$ cat src/rtl/avr_cpu_seq_pkg.sv
// Shared types and opcode classification for the AVR decode sequencer.
// Cycle counts are raw; the info block saturates them to the configured maximum.
package avr_cpu_seq_pkg;

    typedef enum logic [1:0] {
        StEmpty,
        StExt,
        StIssue,
        StSkipX
    } seq_state_e;

    localparam logic [15:0] JmpCallMask  = 16'hFE0C;
    localparam logic [15:0] JmpCallMatch = 16'h940C;
    localparam logic [15:0] LdsStsMask   = 16'hFC0F;
    localparam logic [15:0] LdsStsMatch  = 16'h9000;

    function automatic logic is_two_word_op(input logic [15:0] op);
        return ((op & JmpCallMask) == JmpCallMatch) || ((op & LdsStsMask) == LdsStsMatch);
    endfunction

    function automatic int unsigned insn_cycles(input logic [15:0] op);
        if ((op & JmpCallMask) == JmpCallMatch) begin
            // bit 1 distinguishes CALL (940E) from JMP (940C)
            return op[1] ? 4 : 3;
        end else if (op == 16'h9508 || op == 16'h9518) begin
            return 4;
        end else if (op == 16'h95C8 || (op & 16'hFE0E) == 16'h9004) begin
            return 3;
        end else if ((op & 16'hFD00) == 16'h9800) begin
            return 2;
        end else if ((op & LdsStsMask) == LdsStsMatch) begin
            return 2;
        end else if (op[15:12] == 4'hC) begin
            return 2;
        end else if (op[15:12] == 4'hD) begin
            return 3;
        end
        return 1;
    endfunction

endpackage

$ cat src/rtl/avr_cpu_insn_info.sv
// Combinational opcode classifier: two-word flag and index of the final cycle slot.
module avr_cpu_insn_info
    import avr_cpu_seq_pkg::*;
#(
    parameter int unsigned MAX_CYCLES  = 4,
    parameter int unsigned TWO_WORD_EN = 1,
    parameter int unsigned CW          = 2
) (
    input  logic [15:0]   opcode_i,
    output logic          is_two_word_o,
    // Saturated cycle count minus one, so MAX_CYCLES fits in CW bits.
    output logic [CW-1:0] cycles_o
);

    int unsigned raw_cycles;
    int unsigned sat_cycles;

    always_comb begin
        raw_cycles = insn_cycles(opcode_i);
        sat_cycles = (raw_cycles > MAX_CYCLES) ? MAX_CYCLES : raw_cycles;
        if (sat_cycles == 0) begin
            sat_cycles = 1;
        end
        cycles_o      = CW'(sat_cycles - 1);
        is_two_word_o = (TWO_WORD_EN != 0) && is_two_word_op(opcode_i);
    end

endmodule

$ cat src/rtl/avr_cpu_decode_seq.sv
// Multi-cycle instruction sequencer: assembles two-word ops, issues per-cycle slots,
// and applies skip-next and branch flush before execute sees anything.
module avr_cpu_decode_seq
    import avr_cpu_seq_pkg::*;
#(
    parameter int unsigned PC_WIDTH    = 16,
    parameter int unsigned MAX_CYCLES  = 4,
    parameter int unsigned TWO_WORD_EN = 1,
    localparam int unsigned CW         = (MAX_CYCLES > 1) ? $clog2(MAX_CYCLES) : 1
) (
    input  logic                clk_i,
    input  logic                rst_ni,
    input  logic                op_valid_i,
    input  logic [15:0]         op_data_i,
    output logic                op_ready_o,
    input  logic                flush_i,
    input  logic                skip_req_i,
    input  logic                exec_ready_i,
    output logic                dec_valid_o,
    output logic [15:0]         dec_opcode_o,
    output logic [PC_WIDTH-1:0] dec_ext_o,
    output logic                dec_two_word_o,
    output logic [CW-1:0]       dec_cycle_o,
    output logic                dec_last_o
);

    seq_state_e          state_q, state_d;
    logic [15:0]         opcode_q, opcode_d;
    logic [PC_WIDTH-1:0] ext_q, ext_d;
    logic                two_word_q, two_word_d;
    logic [CW-1:0]       cycle_q, cycle_d;
    logic [CW-1:0]       last_idx_q, last_idx_d;
    logic                skip_pending_q, skip_pending_d;
    logic                init_q;

    logic                word_two;
    logic [CW-1:0]       word_last_idx;
    logic                is_last;
    logic                retire;
    logic                accept;
    logic                skip_eff;

    avr_cpu_insn_info #(
        .MAX_CYCLES  (MAX_CYCLES),
        .TWO_WORD_EN (TWO_WORD_EN),
        .CW          (CW)
    ) u_info (
        .opcode_i      (op_data_i),
        .is_two_word_o (word_two),
        .cycles_o      (word_last_idx)
    );

    assign is_last = (cycle_q == last_idx_q);
    assign retire  = (state_q == StIssue) && exec_ready_i && is_last;
    // A word arriving on the retire cycle sees the skip_req sampled on that same retire.
    assign skip_eff = retire ? skip_req_i : skip_pending_q;

    always_comb begin
        op_ready_o = 1'b0;
        if (!flush_i) begin
            unique case (state_q)
                StEmpty, StExt, StSkipX: op_ready_o = init_q;
                StIssue:                 op_ready_o = is_last && exec_ready_i;
                default:                 op_ready_o = 1'b0;
            endcase
        end
    end

    assign accept = op_valid_i && op_ready_o;

    always_comb begin
        state_d        = state_q;
        opcode_d       = opcode_q;
        ext_d          = ext_q;
        two_word_d     = two_word_q;
        cycle_d        = cycle_q;
        last_idx_d     = last_idx_q;
        skip_pending_d = skip_pending_q;

        if (flush_i) begin
            state_d        = StEmpty;
            skip_pending_d = 1'b0;
            opcode_d       = '0;
            ext_d          = '0;
            two_word_d     = 1'b0;
            cycle_d        = '0;
            last_idx_d     = '0;
        end else begin
            unique case (state_q)
                StExt: begin
                    if (accept) begin
                        ext_d   = PC_WIDTH'(op_data_i);
                        cycle_d = '0;
                        state_d = StIssue;
                    end
                end
                StSkipX: begin
                    if (accept) begin
                        state_d = StEmpty;
                    end
                end
                StIssue: begin
                    if (exec_ready_i) begin
                        if (!is_last) begin
                            cycle_d = CW'(cycle_q + 1'b1);
                        end else begin
                            state_d        = StEmpty;
                            skip_pending_d = skip_req_i;
                        end
                    end
                end
                default: ;
            endcase

            // First word of a new instruction, from EMPTY or on the retire cycle.
            if (accept && (state_q == StEmpty || retire)) begin
                if (skip_eff) begin
                    skip_pending_d = 1'b0;
                    state_d        = word_two ? StSkipX : StEmpty;
                end else begin
                    opcode_d   = op_data_i;
                    ext_d      = '0;
                    two_word_d = word_two;
                    last_idx_d = word_last_idx;
                    cycle_d    = '0;
                    state_d    = word_two ? StExt : StIssue;
                end
            end
        end
    end

    always_ff @(posedge clk_i or negedge rst_ni) begin
        if (!rst_ni) begin
            state_q        <= StEmpty;
            opcode_q       <= '0;
            ext_q          <= '0;
            two_word_q     <= 1'b0;
            cycle_q        <= '0;
            last_idx_q     <= '0;
            skip_pending_q <= 1'b0;
            init_q         <= 1'b0;
        end else begin
            state_q        <= state_d;
            opcode_q       <= opcode_d;
            ext_q          <= ext_d;
            two_word_q     <= two_word_d;
            cycle_q        <= cycle_d;
            last_idx_q     <= last_idx_d;
            skip_pending_q <= skip_pending_d;
            init_q         <= 1'b1;
        end
    end

    assign dec_valid_o    = (state_q == StIssue);
    assign dec_opcode_o   = opcode_q;
    assign dec_ext_o      = ext_q;
    assign dec_two_word_o = two_word_q;
    assign dec_cycle_o    = cycle_q;
    assign dec_last_o     = dec_valid_o && is_last;

endmodule

$ cat config.mk
export PLATFORM = sky130hd
export DESIGN_NAME = avr_cpu_decode_seq
export DESIGN_NICKNAME = d
export VERILOG_FILES = /design/src/rtl/avr_cpu_seq_pkg.sv /design/src/rtl/avr_cpu_insn_info.sv /design/src/rtl/avr_cpu_decode_seq.sv
export SDC_FILE = /design/constraint.sdc
export NUM_CORES = 1
export LEC_CHECK = 0
export CORE_ASPECT_RATIO = 0.9
export CORE_UTILIZATION = 35
export DETAILED_ROUTE_END_ITERATION = 16
export GPL_ROUTABILITY_DRIVEN = 0
export HOLD_SLACK_MARGIN = 0.05
export PLACE_DENSITY = 0.74
export SETUP_SLACK_MARGIN = 0.02
export SLEW_MARGIN = 20
export SYNTH_ARGS = -nofsm -noshare
export SYNTH_HDL_FRONTEND = slang
export SYNTH_SLANG_ARGS = --single-unit
$ cat constraint.sdc
create_clock -name clk_i -period 1.7 [get_ports clk_i]
set_input_delay 0.34 -clock clk_i [delete_from_list [all_inputs] [get_ports clk_i]]
set_output_delay 0.34 -clock clk_i [all_outputs]
set_load 0.005 [all_outputs]
* Word level (Yosys, flattened, before mapping) *
Cells that the tools add are included.

word-level totals
  flip-flop bits (word level) = 41
  logic and storage cells = 104
  output and inout port bits = 38

cells by class
  add/sub/neg operators = 2
  muxes and demuxes = 58
  equality and inequality tests = 18
  reduce and logical (&&, ||, !) cells = 17
  $lt $le $gt $ge = 1

operators with widths
  kind                                                                               count
  32-bit 2-to-1 mux                                                                  8
  16-bit 2-to-1 mux                                                                  8
  16-bit == test (second input constant)                                             3
  2-bit 2-to-1 mux                                                                   20
  32-bit by 3-bit greater-than comparator with 1-bit output (second input constant)  1
  32-bit logical NOT                                                                 1
  10-bit == test (second input constant)                                             2
  1-bit 2-to-1 mux                                                                   18
  9-bit == test (second input constant)                                              1
  4-bit == test (second input constant)                                              2
  4-bit != test (second input constant)                                              2
  7-bit == test (second input constant)                                              1
  1-bit logical AND                                                                  6
  2-bit case mux with 3 select lines                                                 1
  5-bit AND reduction                                                                1
  5-bit nonzero test                                                                 1
  2-bit == test (second input constant)                                              2
  1-bit logical OR                                                                   4
  4-bit by 2-bit != test with 1-bit output (second input constant)                   1
  4-bit by 3-bit != test with 1-bit output (second input constant)                   1
  2-bit case mux with 2 select lines                                                 1
  3-bit 2-to-1 mux                                                                   1
  3-bit OR reduction                                                                 1
  2-bit by 1-bit adder with 2-bit output (second input constant)                     1
  other kinds (8)                                                                    8

* Logic depth before layout (Yosys ltp) *
  word-level depth = 17
  mapped depth = 10

* Hierarchy *
Synthesis repeated with hierarchy kept, for this count alone.

unflattened totals
  cell total of the unflattened synthesis = 200
  area, all modules = 2123.3 um^2

modules (own cells, without submodules)
  module              area each (um^2)  cells an instance  instances
  avr_cpu_decode_seq  1958.1            174                1
  avr_cpu_insn_info   165.2             26                 1

* Least setup slack after synthesis *
Ideal clock, no wire load.

  path type = register to register
  start point = register state_q[0]
  end point = register state_q[1]
  path slack = -233 ps
  cell stages (with the launch flop) = 9
  arrival time = 1847 ps
  cell sequence = dfrtp_1 -> inv_1 -> ha_1 -> buf_2 -> nor2_1 -> nor2_1 -> o21a_1 -> or3b_1 -> a32oi_1

RTL lines
  element                                                                  line                                                  text
  start: declaration                                                       avr_cpu_decode_seq.sv:27                              seq_state_e state_q, state_d;
  start signal: assignment                                                 avr_cpu_decode_seq.sv:134                             state_q <= StEmpty;
  start signal: assignment                                                 avr_cpu_decode_seq.sv:143                             state_q <= state_d;
  2-bit == test *                                                          --
  net dec_valid_o                                                          avr_cpu_decode_seq.sv:19                              output logic dec_valid_o,
  1-bit case mux with 2 select lines or 1-bit logical AND (tied branches)  avr_cpu_decode_seq.sv:61, avr_cpu_decode_seq.sv:54
  1-bit 2-to-1 mux or 1-bit logical AND (tied branches)                    avr_cpu_decode_seq.sv:60, avr_cpu_decode_seq.sv:54
  1-bit logical AND (tied with other cells)                                avr_cpu_decode_seq.sv:69                              assign accept = op_valid_i && op_ready_o;
  1-bit logical AND or 2-bit 2-to-1 mux (tied branches)                    avr_cpu_decode_seq.sv:116, avr_cpu_decode_seq.sv:117
  4-bit != test (no line) (tied with other cells)                          --
  5-bit AND reduction (no line) or 2-bit 2-to-1 mux (tied branches)        --

Mark *: on every way through the listed nets, which the timed path passes. The rest lies on a longest branch.
A chain may end at the register's enable or synchronous reset.

* Final worst setup path *
  start point = input op_data_i[14]
  end point = register state_q[1]

between the ends
  word-level cells in the longest chain between the ends = 6

ends and longest elaborated chain
  element                                          line                                                  text
  start: declaration                               avr_cpu_decode_seq.sv:14                              input logic [15:0] op_data_i,
  10-bit == test or 9-bit == test (tied branches)  avr_cpu_seq_pkg.sv:18                                 return ((op & JmpCallMask) == JmpCallMatch) || ((op & LdsStsMask) == LdsStsMatch);
  1-bit logical OR *                               avr_cpu_seq_pkg.sv:18
  2-bit 2-to-1 mux, on equally long branches       avr_cpu_decode_seq.sv:126, avr_cpu_decode_seq.sv:119
  2-bit 2-to-1 mux *                               avr_cpu_decode_seq.sv:117                             if (skip_eff) begin
  2-bit 2-to-1 mux *                               avr_cpu_decode_seq.sv:116                             if (accept && (state_q == StEmpty || retire)) begin
  2-bit 2-to-1 mux *                               avr_cpu_decode_seq.sv:80                              if (flush_i) begin

Mark *: on every way between the ends. The rest lies on a longest branch, timed or not.

==> summary.md <==
| Metric | Value |
|---|---|
| Yosys reg bits | `41` |
| Final Util | `69.1%` |
| CTS sink cnt | `41` |
| Max Fanout on Critical Path | `6` |
| Vias per cell | `5.44` |
| Setup ws final | `-0.252 ns` |
| Grt ovf | `0` |
| Worst-Skew Late Latency | `0.30 ns` |
| Worst Min Path Start | `dec_ext_o[15]$_DFF_PN0_` |
| Port Buffer Count | `59` |
| R2R Setup Slk | `-0.23 ns` |
| Skew final | `0.00474 ns` |
| MaxCap Viol Count | `0` |
| Total die area | `0.00630 sq mm` |
| Inst Count DP | `390` |
| Cell Pwr Density | `850 mW/mm^2` |
| Finished Cell Area | `0.00395 sq mm` |
| Hold Path Class | `flip-flop to flip-flop` |
| Layout cells sized above 1 | `44.3%` |
| Worst VDD drop | `483 uV` |
| Avg WL per Cell | `18.7 um` |
| CP cell instances | `clkdlybuf4s50_1 > nand2b_1 > nor4_2 > o21bai_1 > or3b_1 > a32oi_1` |
| RSZ-0062 raised after global routing | `yes` |
| Placed inst area | `0.00316 sq mm` |
| Setup crit end kind | `flip-flop` |
| Post-synth top area share | `49.0%` |
| Post-Route WL | `7.83 mm` |
| Synth area leaders | `dfrtp_1, mux2i_1, nand3_1` |
| Reg-to-reg startpoint | `dec_cycle_o[0]$_DFF_PN0_` |
| Die W | `83.5 um` |
| Final Setup Violations | `41` |
| Seq/Total Area, Yosys | `49.0%` |
| Post-Synthesis Cells | `217` |
| YS warnings | `0` |
| Vias after detailed routing | `2276` |
| CP startpoint kind | `primary input` |
| Mean Syn Cell Area | `9.65 sq um` |
| R2R cell count | `7` |
| Die Ht | `75.4 um` |
| Largest net degree at the start of global routing | `23` |
| Antenna cell count | `0` |
| Reg-to-Reg End | `state_q[1]$_DFFE_PN0P_` |
| Fmax | `0.512 GHz` |
| Final slew viol count | `0` |
| Hold Crit Depth | `2` |
| Crit path time final | `1.95 ns` |
| Crit path max-delay cell type | `clkdlybuf4s50_1` |
| Vias in the first global route | `2347` |
| # IOs | `60` |
| Clk buf depth | `2` |
| # H-tree levels | `2` |
| Worst setup path category | `primary input to flip-flop` |
| Core Region | `0.00573 sq mm` |
| Initial core utilization | `36.6%` |
| Final critical-path share of the clock period | `115%` |
| Syn Nets | `244` |
| 1st-pass router iterations | `4` |
| Critical path startpoint | `op_data_i[14]` |
| Largest stage delay, worst path | `0.52 ns` |
| Number of routed nets with antenna violations | `0` |
| Row count | `26` |
| Clock slew at reported path FFs | `0.08 ns` |
| Clock root cell | `clkbuf_8` |
| WP data arrival | `2.17 ns` |
| Leakage | `0.00185 uW` |
| Status | `finished, violations left` |
| Clock buffer count from CTS | `5` |
| Iter 0 DRT Violations | `122` |
| Initial antenna violation count | `0` |
| Synth Cell Area | `0.00209 sq mm` |
| GRT Util Overall | `24.4%` |
| Main synth FF type | `dfrtp_1` |
| Final setup TNS | `-4.97 ns` |
| Number of flops mapped to enable cells by yosys | `0` |
| Worst Path Buf+Inv | `1` |
| Area Overhead vs Synth | `88.8%` |
| Residual DRC | `0` |
| Failing checks | `negative setup slack` |
| Final-report hold violation count | `0` |
| Count leader, synth | `dfrtp_1` |
| Cell taking the most area after synthesis | `dfrtp_1` |
| Hold endpoint | `dec_ext_o[15]$_DFF_PN0_` |
| First-pass GRT wire length | `11.7 mm` |
| Fin cells | `418` |
| TritonCTS clock tree | `done` |
| Worst hold slack | `0.530 ns` |
| Worst-Margin Slew | `0.508 ns` |
| CP delay by family, top | `simple AND/OR/NAND/NOR gates` |
| Top cells by count, synth | `dfrtp_1, inv_1, nor2_1` |
| Number of library cell types mapped by synthesis | `41` |
| Relative slew margins | `66.1%` |
| Critical Path RT | `1.91 ns` |
| Post-synthesis async set-or-reset flop share | `100%` |
| Nets | `375` |
| Dpl hpwl | `4.52 mm` |
[cell families after synthesis]
| kind of cell | count (synthesis) | share of synthesized area, % |
|---|---|---|
| and+or+nand+nor | 76 | 19.2 |
| other | 1 | 0.179 |
| muxes | 17 | 8.12 |
| adders and majority gates | 5 | 2.99 |
| buffers and inverters | 33 | 6.81 |
| DFF | 41 | 49.0 |
| AOI/OAI and AO/OA | 42 | 12.8 |
| xor gates and xnor gates | 2 | 0.836 |
[cell type report]
cell class              instances  area [sq um]
flip-flops and latches         41          1030
inverters                      24          90.1
repair buffers                132          1290
multi-input cells             144          1370
clock buffers                   6          82.6
well taps                      70          87.6
clock inverters                 1          7.51
fillers                       422          1770
[cells in the final DEF, fill, tap and decap left out, types with 5 or more instances in the layout]
master / instances
buf_12: 5
buf_4: 47
buf_6: 13
buf_8: 6
clkbuf_8: 6
clkdlybuf4s50_1: 52
dfrtp_1: 40
inv_1: 22
mux2i_1: 14
nand3_2: 18
nor2_1: 19
o21ai_1: 12
o21ai_2: 7
[repair_timing]
| action | 4_1_cts | 5_1_grt |
|---|---|---|
| buffers inserted | 18 | 3 |
| resized for setup | 90 | 51 |
| setup endpoints to repair | 42 | 45 |
| hold buffers | 1 | 0 |
| pin swaps | 20 | 28 |
| gates cloned | 4 | 0 |
| endpoints found under the hold margin | 19 | 0 |
[power by group]
part	total (uW)	switching, uW	internal (uW)
Clock	680	358	322
Combinational	1560	724	832
Sequential	1130	74.2	1050
Total	3360	1160	2210
[worst max-delay path by stage]
| stage | end | slack (ns) | depth (start not counted) |
|---|---|---|---|
| 2_1_floorplan | state_q[1]$_DFFE_PN0P_ | -0.1 | 8 |
| 3_3_place_gp | op_ready_o | -0.40 | 6 |
| 3_5_place_dp | state_q[1]$_DFFE_PN0P_ | -0.49 | 6 |
| 4_1_cts | op_ready_o | -0.19 | 8 |
| 5_1_grt | state_q[1]$_DFFE_PN0P_ | -0.30 | 7 |
| 6_report | state_q[1]$_DFFE_PN0P_ | -0.25 | 6 |
[sequential cells by signal (all words and copies together) (netlist names)]
name	count
last_idx_q	2
dec_ext_o	16
init_q	1
dec_cycle_o	2
dec_opcode_o	16
skip_pending_q	1
dec_two_word_o	1
state_q	2
[metal layers]
layer  up-vias  routed length [um]  part of all wire [%]  global-route usage [%]
met5         -                   0                     0                       0
met3        35                 464                   5.9                    5.53
met2       106                3960                    51                    42.6
li1       1018                   -                     -                       -
met1      1117                3110                    40                    29.8
met4         0                 293                   3.7                    10.7
[per-stage QoR]
step / power (uW) / worst slack [ns]
2_1_floorplan: 1520 / -0.0951
3_3_place_gp: 2020 / -0.405
3_5_place_dp: 2060 / -0.490
4_1_cts: 3130 / -0.186
5_1_grt: 3500 / -0.304
6_report: 3360 / -0.252
[worst reg2reg max path: stages, from the launching register on]
cell	delay (ns)
dfrtp_1	0.41
xor2_2	0.20
buf_4	0.16
nor3_4	0.20
buf_6	0.13
o21a_1	0.16
or3b_1	0.38
a32oi_1	0.21
Power figures use the tool's default switching activity.
